==> config.mk <==
export PLATFORM = sky130hd
export DESIGN_NAME = ram_bist_ctrl
export DESIGN_NICKNAME = d
export VERILOG_FILES = /design/src/rtl/ram_bist_pkg.sv /design/src/rtl/bist_lfsr.sv /design/src/rtl/ram_bist_ctrl.sv
export SDC_FILE = /design/constraint.sdc
export NUM_CORES = 1
export LEC_CHECK = 0
export CORE_ASPECT_RATIO = 1.4
export CORE_UTILIZATION = 46
export DETAILED_ROUTE_END_ITERATION = 12
export PLACE_DENSITY = 0.8
export SLEW_MARGIN = 10
export SYNTH_ARGS = -nofsm -noshare
export SYNTH_HDL_FRONTEND = slang
export SYNTH_SLANG_ARGS = --single-unit
==> constraint.sdc <==
create_clock -name clk -period 2.45 [get_ports clk]
set_clock_uncertainty 0.05 [all_clocks]
set_input_delay 0.3675 -clock clk [delete_from_list [all_inputs] [get_ports clk]]
set_output_delay 0.3675 -clock clk [all_outputs]
set_load 0.02 [all_outputs]
==> src/rtl/ram_bist_pkg.sv <==
// ram_bist_pkg: shared state encoding and LFSR step for the RAM BIST controller
package ram_bist_pkg;

    typedef enum logic [2:0] {IDLE, WRITE, READ, DRAIN, DONE} bist_state_e;

    localparam logic [31:0] LFSR_MASK = 32'h8020_0003;

    // Galois step: shift right, fold the taps back in when bit 0 falls out
    function automatic logic [31:0] lfsr_next(input logic [31:0] v);
        return (v >> 1) ^ (v[0] ? LFSR_MASK : 32'h0);
    endfunction

endpackage

==> src/rtl/bist_lfsr.sv <==
// bist_lfsr: 32-bit Galois LFSR with synchronous seed load and step enable
module bist_lfsr
    import ram_bist_pkg::*;
(
    input  logic        clk,
    input  logic        rst,
    input  logic        load,
    input  logic [31:0] seed,
    input  logic        advance,
    output logic [31:0] value
);

    logic [31:0] value_q;
    logic [31:0] value_d;

    // next value: a load wins over an advance so a reseed is never lost
    always_comb begin
        value_d = load ? seed : advance ? lfsr_next(value_q) : value_q;
    end

    // state register
    always_ff @(posedge clk) begin
        if (rst) value_q <= '0;
        else     value_q <= value_d;
    end

    assign value = value_q;

endmodule

==> src/rtl/ram_bist_ctrl.sv <==
// ram_bist_ctrl: fills a dual-port RAM with LFSR data on port A, reads it back on port B and counts mismatches
module ram_bist_ctrl
    import ram_bist_pkg::*;
#(
    parameter int          ADDR_WIDTH = 6,
    parameter int          DATA_WIDTH = 32,
    parameter logic [31:0] SEED       = 32'hACE1_2468
) (
    input  logic                  clk,
    input  logic                  rst,
    input  logic                  start,
    output logic                  busy,
    output logic                  done,
    output logic                  pass,
    output logic [ADDR_WIDTH:0]   err_count,
    output logic [ADDR_WIDTH-1:0] first_err_addr,
    output logic [ADDR_WIDTH-1:0] addr_a,
    output logic [ADDR_WIDTH-1:0] addr_b,
    output logic                  cs_a,
    output logic                  cs_b,
    output logic                  we_a,
    output logic                  we_b,
    output logic                  oe_a,
    output logic                  oe_b,
    output logic [DATA_WIDTH-1:0] data_a,
    input  logic [DATA_WIDTH-1:0] data_b_out
);

    bist_state_e           state_q, state_d;
    logic [ADDR_WIDTH-1:0] cnt_q, cnt_d;
    logic [DATA_WIDTH-1:0] exp_q, exp_d;
    logic [ADDR_WIDTH-1:0] paddr_q, paddr_d;
    logic                  pvalid_q, pvalid_d;
    logic [ADDR_WIDTH:0]   err_count_q, err_count_d;
    logic [ADDR_WIDTH-1:0] first_err_addr_q, first_err_addr_d;
    logic                  pass_q, pass_d;
    logic                  busy_q, busy_d;
    logic                  done_q, done_d;
    logic                  cs_a_q, cs_a_d;
    logic                  we_a_q, we_a_d;
    logic                  oe_a_q, oe_a_d;
    logic [ADDR_WIDTH-1:0] addr_a_q, addr_a_d;
    logic [DATA_WIDTH-1:0] data_a_q, data_a_d;
    logic                  cs_b_q, cs_b_d;
    logic [ADDR_WIDTH-1:0] addr_b_q, addr_b_d;
    logic                  lfsr_load, lfsr_adv;
    logic [31:0]           lfsr, lfsr_nv;
    logic                  mismatch, clr, wr, rd;

    bist_lfsr u_lfsr (
        .clk     (clk),
        .rst     (rst),
        .load    (lfsr_load),
        .seed    (SEED),
        .advance (lfsr_adv),
        .value   (lfsr)
    );

    // sequencing: the address counter wraps by itself at N-1, which is also the phase boundary
    always_comb begin
        state_d   = state_q;
        cnt_d     = cnt_q;
        lfsr_load = 1'b0;
        lfsr_adv  = 1'b0;
        case (state_q)
            IDLE: begin
                state_d   = start ? WRITE : IDLE;
                lfsr_load = start;
                cnt_d     = '0;
            end
            WRITE, READ: begin
                lfsr_adv = 1'b1;
                cnt_d    = cnt_q + 1'b1;
                if (&cnt_q) begin
                    state_d   = (state_q == WRITE) ? READ : DRAIN;
                    lfsr_load = (state_q == WRITE);
                end
            end
            DRAIN:   state_d = DONE;
            DONE:    state_d = IDLE;
            default: state_d = IDLE;
        endcase
    end

    // compare pipe, result registers and next values of the registered RAM-side outputs
    always_comb begin
        lfsr_nv          = lfsr_load ? SEED : lfsr_adv ? lfsr_next(lfsr) : lfsr;
        mismatch         = pvalid_q && (data_b_out != exp_q);
        clr              = (state_q == IDLE) && start;
        wr               = (state_d == WRITE);
        rd               = (state_d == READ);
        exp_d            = (state_q == READ) ? lfsr[DATA_WIDTH-1:0] : exp_q;
        paddr_d          = (state_q == READ) ? cnt_q : paddr_q;
        pvalid_d         = (state_q == READ);
        err_count_d      = clr ? '0 : err_count_q + {{ADDR_WIDTH{1'b0}}, mismatch};
        first_err_addr_d = clr ? '0 : (mismatch && err_count_q == '0) ? paddr_q : first_err_addr_q;
        pass_d           = clr ? 1'b0 : (state_d == DONE) ? (err_count_d == '0) : pass_q;
        busy_d           = (state_d != IDLE);
        done_d           = (state_d == DONE);
        cs_a_d           = wr;
        we_a_d           = wr;
        oe_a_d           = !wr;
        addr_a_d         = wr ? cnt_d : '0;
        data_a_d         = wr ? lfsr_nv[DATA_WIDTH-1:0] : '0;
        cs_b_d           = rd;
        addr_b_d         = rd ? cnt_d : '0;
    end

    // FSM and registered outputs; reset aborts any test in progress
    always_ff @(posedge clk) begin
        if (rst) begin
            state_q          <= IDLE;
            cnt_q            <= '0;
            exp_q            <= '0;
            paddr_q          <= '0;
            pvalid_q         <= 1'b0;
            err_count_q      <= '0;
            first_err_addr_q <= '0;
            pass_q           <= 1'b0;
            busy_q           <= 1'b0;
            done_q           <= 1'b0;
            cs_a_q           <= 1'b0;
            we_a_q           <= 1'b0;
            oe_a_q           <= 1'b1;
            addr_a_q         <= '0;
            data_a_q         <= '0;
            cs_b_q           <= 1'b0;
            addr_b_q         <= '0;
        end else begin
            state_q          <= state_d;
            cnt_q            <= cnt_d;
            exp_q            <= exp_d;
            paddr_q          <= paddr_d;
            pvalid_q         <= pvalid_d;
            err_count_q      <= err_count_d;
            first_err_addr_q <= first_err_addr_d;
            pass_q           <= pass_d;
            busy_q           <= busy_d;
            done_q           <= done_d;
            cs_a_q           <= cs_a_d;
            we_a_q           <= we_a_d;
            oe_a_q           <= oe_a_d;
            addr_a_q         <= addr_a_d;
            data_a_q         <= data_a_d;
            cs_b_q           <= cs_b_d;
            addr_b_q         <= addr_b_d;
        end
    end

    assign busy           = busy_q;
    assign done           = done_q;
    assign pass           = pass_q;
    assign err_count      = err_count_q;
    assign first_err_addr = first_err_addr_q;
    assign cs_a           = cs_a_q;
    assign we_a           = we_a_q;
    assign oe_a           = oe_a_q;
    assign addr_a         = addr_a_q;
    assign data_a         = data_a_q;
    assign cs_b           = cs_b_q;
    assign addr_b         = addr_b_q;
    assign we_b           = 1'b0;
    assign oe_b           = 1'b1;

endmodule

# Yosys cells after proc, flatten, opt, wreduce, memory -nomap -nowiden
# Cells that the tools add are included.
# totals
output_inout_bits	66
ff_bits	143
# op_classes
reduce_logical	13
n_addsub	2
mux	12
eq_ne	7
bitwise_logic	3
# ops
operator	count
$mux 32	3
$ne 32x32->1	1
$xor 31x32->32	1
$logic_not 7->1	2
$pmux 6 s2	1
$eq 3x2->1 const B	3
$pmux 3 s3	1
$reduce_or 2->1	4
$add 7x1->7	1
$mux 7	1
$add 6x1->6 const B	1
$eq 3x1->1 const B	2
$reduce_and 6->1	1
$mux 1	4
$eq 3x3->1 const B	1
$logic_and 1x1->1	3
$logic_not 3->1	1
$mux 3	1
$reduce_bool 3->1	1
$not 1->1	2
$pmux 1 s2	1
$logic_not 1->1	1

# Logic depth before layout (Yosys ltp)
# logic_depth
depth_word	7
mapped_depth	12

# By module
# A second synthesis with hierarchy kept.
# hier_totals
hier_cells	676
area_unflattened_um2	6120.9
# by_module_without_submodules
module	cells_each	area_each_um2	n_inst	seq_area_each_um2
ram_bist_ctrl	528	4518.1	1	2222.1
bist_lfsr	148	1602.8	1	640.6

# Worst setup path after synthesis
# OpenSTA, ideal clock, no wires.
# synth_path
path_type	input-to-reg
startpoint	in data_b_out[29]
endpoint	reg pass_q, in the netlist pass
path_slack_ns	-0.129
cell_stages	12
t_arrival_ns	2.454
required_time_ns	2.325
cell_sequence	xor2_1 nor4_1 nand2_1 o41ai_4 inv_2 ha_1 ha_1 xnor2_1 nand3_1 o31ai_1 nand3_1 o22ai_1
# synth_via
elab_chain_len	5
# synth_rtl
element	line_no	source
start: declaration	ram_bist_ctrl.sv:26	input logic [DATA_WIDTH-1:0] data_b_out
$ne 32x32->1	ram_bist_ctrl.sv:88	mismatch = pvalid_q && (data_b_out != exp_q);
$logic_and 1x1->1	ram_bist_ctrl.sv:88	
$add 7x1->7	ram_bist_ctrl.sv:95	err_count_d = clr ? '0 : err_count_q + {{ADDR_WIDTH{1'b0}}, mismatch};
$mux 7	ram_bist_ctrl.sv:95	
$logic_not 7->1	ram_bist_ctrl.sv:97	pass_d = clr ? 1'b0 : (state_d == DONE) ? (err_count_d == '0) : pass_q;
end signal: assignment	ram_bist_ctrl.sv:137	pass_q <= pass_d;
end: declaration	ram_bist_ctrl.sv:36	logic pass_q, pass_d;
# Every way passes these cells.
# A chain may end at the register's enable or synchronous reset.

# Worst setup path in the final report
# layout_path
startpoint	in data_b_out[31]
endpoint	reg pass_q, in the netlist pass
# Same word-level chain as after synthesis.

==> results.json <==
{
  "min-delay-start": "rst",
  "num_vias": 4207,
  "timing.critical_path.slowest_cell_delay_ns": 0.45,
  "routed_wire_length_per_instance_um": 15.2,
  "clk_root_buffer_cell": "clkbuf_16",
  "num-fill-cells": 890,
  "synth_nets": 615,
  "regToRegSetupSlack_ns": -0.14,
  "critical_path.max_fanout": 4,
  "worstSetupStartpointType": "input pin",
  "cellLeakagePower_nw": 2.72,
  "clk_path_buf_depth": 2,
  "finalCriticalPeriod_ns": 2.60,
  "netlist_top_cells_count": "143 x dfxtp_1, 97 x nand2_1, 74 x a21oi_1",
  "number_of_drc_markers_after_the_initial_detailed_route_iteration": 234,
  "end_of_flow_core_utilization_pct": 65.1,
  "port-buffer-count": 98,
  "internal_power_w": 0.00434,
  "final_max_slew_viol_count": 0,
  "post-route-drc-count": 0,
  "finalNetCount": 713,
  "drt_wl_total_um": 12600,
  "fraction_of_synthesis_flops_using_an_asynchronous_set_or_reset_pin_pct": 0,
  "grt_start_max_net_pins": 67,
  "dp_slack_ns": -0.662,
  "crit_required_ns": 2.74,
  "criticalPathCategory": "input pin to flip-flop",
  "die-width_um": 92.4,
  "initial_core_util_pct": 48.0,
  "total_switching_power_w": 0.00118,
  "ys_ff_latch": 143,
  "rr_worst_depth": 13,
  "count_of_standard_cell_rows": 45,
  "run_status": "complete, but fails checks",
  "hpwlAfterDp_um": 8810,
  "yosys.cell_count.top_type": "dfxtp_1",
  "detailroute.wirelength.met2_um": 6860,
  "power.share.sequential_pct": 43.7,
  "postSynthAreaPerCell_um2": 9.13,
  "hold_buffer_count_at_cts": 0,
  "routabilityCongestion": 0.885,
  "clock_power_share_pct": 50.0,
  "clock_insertion_delay_worst_skew_ns": 0.42,
  "cell_area_after_layout_um2": 7150,
  "htree_num_levels": 4,
  "post-route-period-util_pct": 106,
  "maxCapViolations": 0,
  "finish_stage_setup_viols": 4,
  "timing.critical_path.cells": "clkdlybuf4s50_1 > xor2_1 > nor4_1 > buf_4 > nand2_2 > o41ai_4 > inv_2 > ha_4 > ha_4 > xnor2_2 > nand3_1 > o31ai_1 > nand3_1 > o22ai_1",
  "timing.hold.worst.class": "input pin to flip-flop",
  "diodes": 0,
  "achievable-frequency_ghz": 0.384,
  "vdd_ir_drop_max_mv": 0.587,
  "power_frac_comb_pct": 6.3,
  "crit_path_top_delay_cell": "o41ai_4",
  "power_per_cell_area_nw_per_um2": 773,
  "grt_usage_pct": 21.6,
  "dpl-instance-area_um2": 6410,
  "m1WireLength_um": 4810,
  "timing.critical_path.arrival_ns": 2.89,
  "syn_to_final_growth_pct": 35.7,
  "slew-limit-headroom_pct": 55.1,
  "worst_slack_ns": -0.151,
  "fp.dieArea_um2": 11900,
  "firstDrtPassIters": 4,
  "yosys-top-cells-area": "dfxtp_1 54%, a21oi_1 7.0%, nand2_1 6.9%",
  "total_overflow_reported_by_the_global_router": 0,
  "tightestPinTransition_ns": 0.674,
  "postRouteAntennaNets": 0,
  "ys_dominant_reg_cell": "dfxtp_1",
  "grt_pass1_vias": 4145,
  "setup_tns_ns": -0.360,
  "regToRegEndpoint": "pass",
  "cts_sinks": 143,
  "route.top_layer_used": "met4",
  "placeable_core_region_um2": 11000,
  "min_to": "busy",
  "route.detailed.vias_per_inst": 5.07,
  "cts_buffers": 17,
  "drive_above_1_share_pct": 12.6,
  "finalHoldViolCount": 0,
  "setup_repair_after_global_routing_missed_its_margin": "true",
  "grt_pass1_wl_um": 19500,
  "post_synthesis_cell_type_with_the_largest_combined_area": "dfxtp_1",
  "netlist_instances": 577,
  "netSwitchingFraction_pct": 21.4,
  "hold_crit_depth": 2,
  "placed_cells_incl_taps": 795,
  "ys_types": 39,
  "worst_setup_hold_path_clk_slew_ns": 0.06,
  "die_h_um": 129,
  "tritoncts": "built",
  "rr_startpoint": "exp_q[31]",
  "setup.worst_path.end_class": "flip-flop",
  "synth-seq-area-share_pct": 54.3,
  "finish.cell_count_without_fillers": 829,
  "synth-edff-count": 0,
  "synthesis.area_um2": 5270,
  "routed-wl-met3_um": 550,
  "violations_in_the_final_reports": "negative setup slack",
  "ios": 101,
  "antenna_violations_before_repair": 0,
  "synth_top_area_share_pct": 54.3,
  "ys.warnings.count": 0
}
-- logic make-up (layout without fill, tap and decap cells) --
group           Yosys count  count (layout)  share of synthesized area (%)
compound gates           96              96                           10.1
xor+xnor                 42              42                           6.98
fa+ha+maj                 3               3                          0.713
buf+inv                  42             153                           3.90
flops                   143             143                           54.3
mux                      30              30                           5.70
other cells               2               2                          0.143
simple gates            219             219                           18.1
-- sequential cells by signal, summed over array words and instances (netlist names) --
signal and flops:
done 1, paddr_q 6, state_q 3, we_a 1, cs_b 1, err_count 7, addr_a 6, u_lfsr.value 32
first_err_addr 6, oe_a 1, pass 1, data_a 32, busy 1, addr_b 6, cnt_q 6, pvalid_q 1
exp_q 32
-- how the worst max path moves through the flow --
stage	start	endpoint	slack [ns]	cells after the start
6_report	data_b_out[31]	pass	-0.15	14
3_3_place_gp	data_b_out[8]	pass	-0.57	13
5_1_grt	exp_q[28]	pass	-0.30	13
3_5_place_dp	data_b_out[28]	pass	-0.66	14
2_1_floorplan	data_b_out[12]	err_count[6]	0.002	11
4_1_cts	exp_q[9]	pass	-0.11	13
-- worst max-delay path: cells and delay by family --
| family | cells | cell delay (ns) |
|---|---|---|
| xor+xnor | 2 | 0.26 |
| buf+inv | 3 | 0.67 |
| simple gates | 4 | 0.55 |
| fa+ha+maj | 2 | 0.37 |
| compound gates | 3 | 0.65 |
-- power groups by stage --
stage               Combinational, W  Sequential [W]  Clock (W)
detailed placement          0.000351         0.00246          0
finish                      0.000350         0.00241    0.00276
CTS                         0.000350         0.00241    0.00280
global route                0.000376         0.00241    0.00291
global placement            0.000346         0.00246          0
floorplan                   0.000175         0.00248          0
-- placed cells by master (no fill, tap or decap), types with 11 or more instances in the layout --
master,instances
dfxtp_1,140
nand2_1,95
clkdlybuf4s50_1,89
a21oi_1,74
nor2_1,64
xor2_1,37
mux2i_1,30
clkbuf_16,17
buf_4,16
nand3_1,15
nor2_2,11
-- what timing repair did --
action                     CTS  global route
setup endpoints to repair    5             6
resized for setup           17             9
setup buffers                0             2
pin swaps                    8             7
-- metrics by stage --
step                      hold WS (ns)  power (W)
after floorplan                  0.370    0.00265
after global placement           0.401    0.00280
after detailed placement         0.400    0.00281
after CTS                       0.0722    0.00557
after global routing            0.0799    0.00570
final                           0.0859    0.00552
-- final cells by class --
type	count	area, um^2	share of cell area (%)
Clock buffer	18	429	6.00
Clock inverter	14	214	2.99
Inverter	4	15.0	0.210
Multi-Input combinational cell	392	2310	32.3
Sequential cell	143	2870	40.1
Tap cell	141	176	2.47
Timing Repair Buffer	117	1140	16.0
-- metal layers --
| layer | global-route usage (%) | vias up |
|---|---|---|
| met5 | 0 | - |
| met4 | 10.7 | 0 |
| met3 | 5.56 | 27 |
| met2 | 40.1 | 119 |
| met1 | 22.1 | 1965 |
| li1 | - | 2096 |
Power figures use the tool's default switching activity.
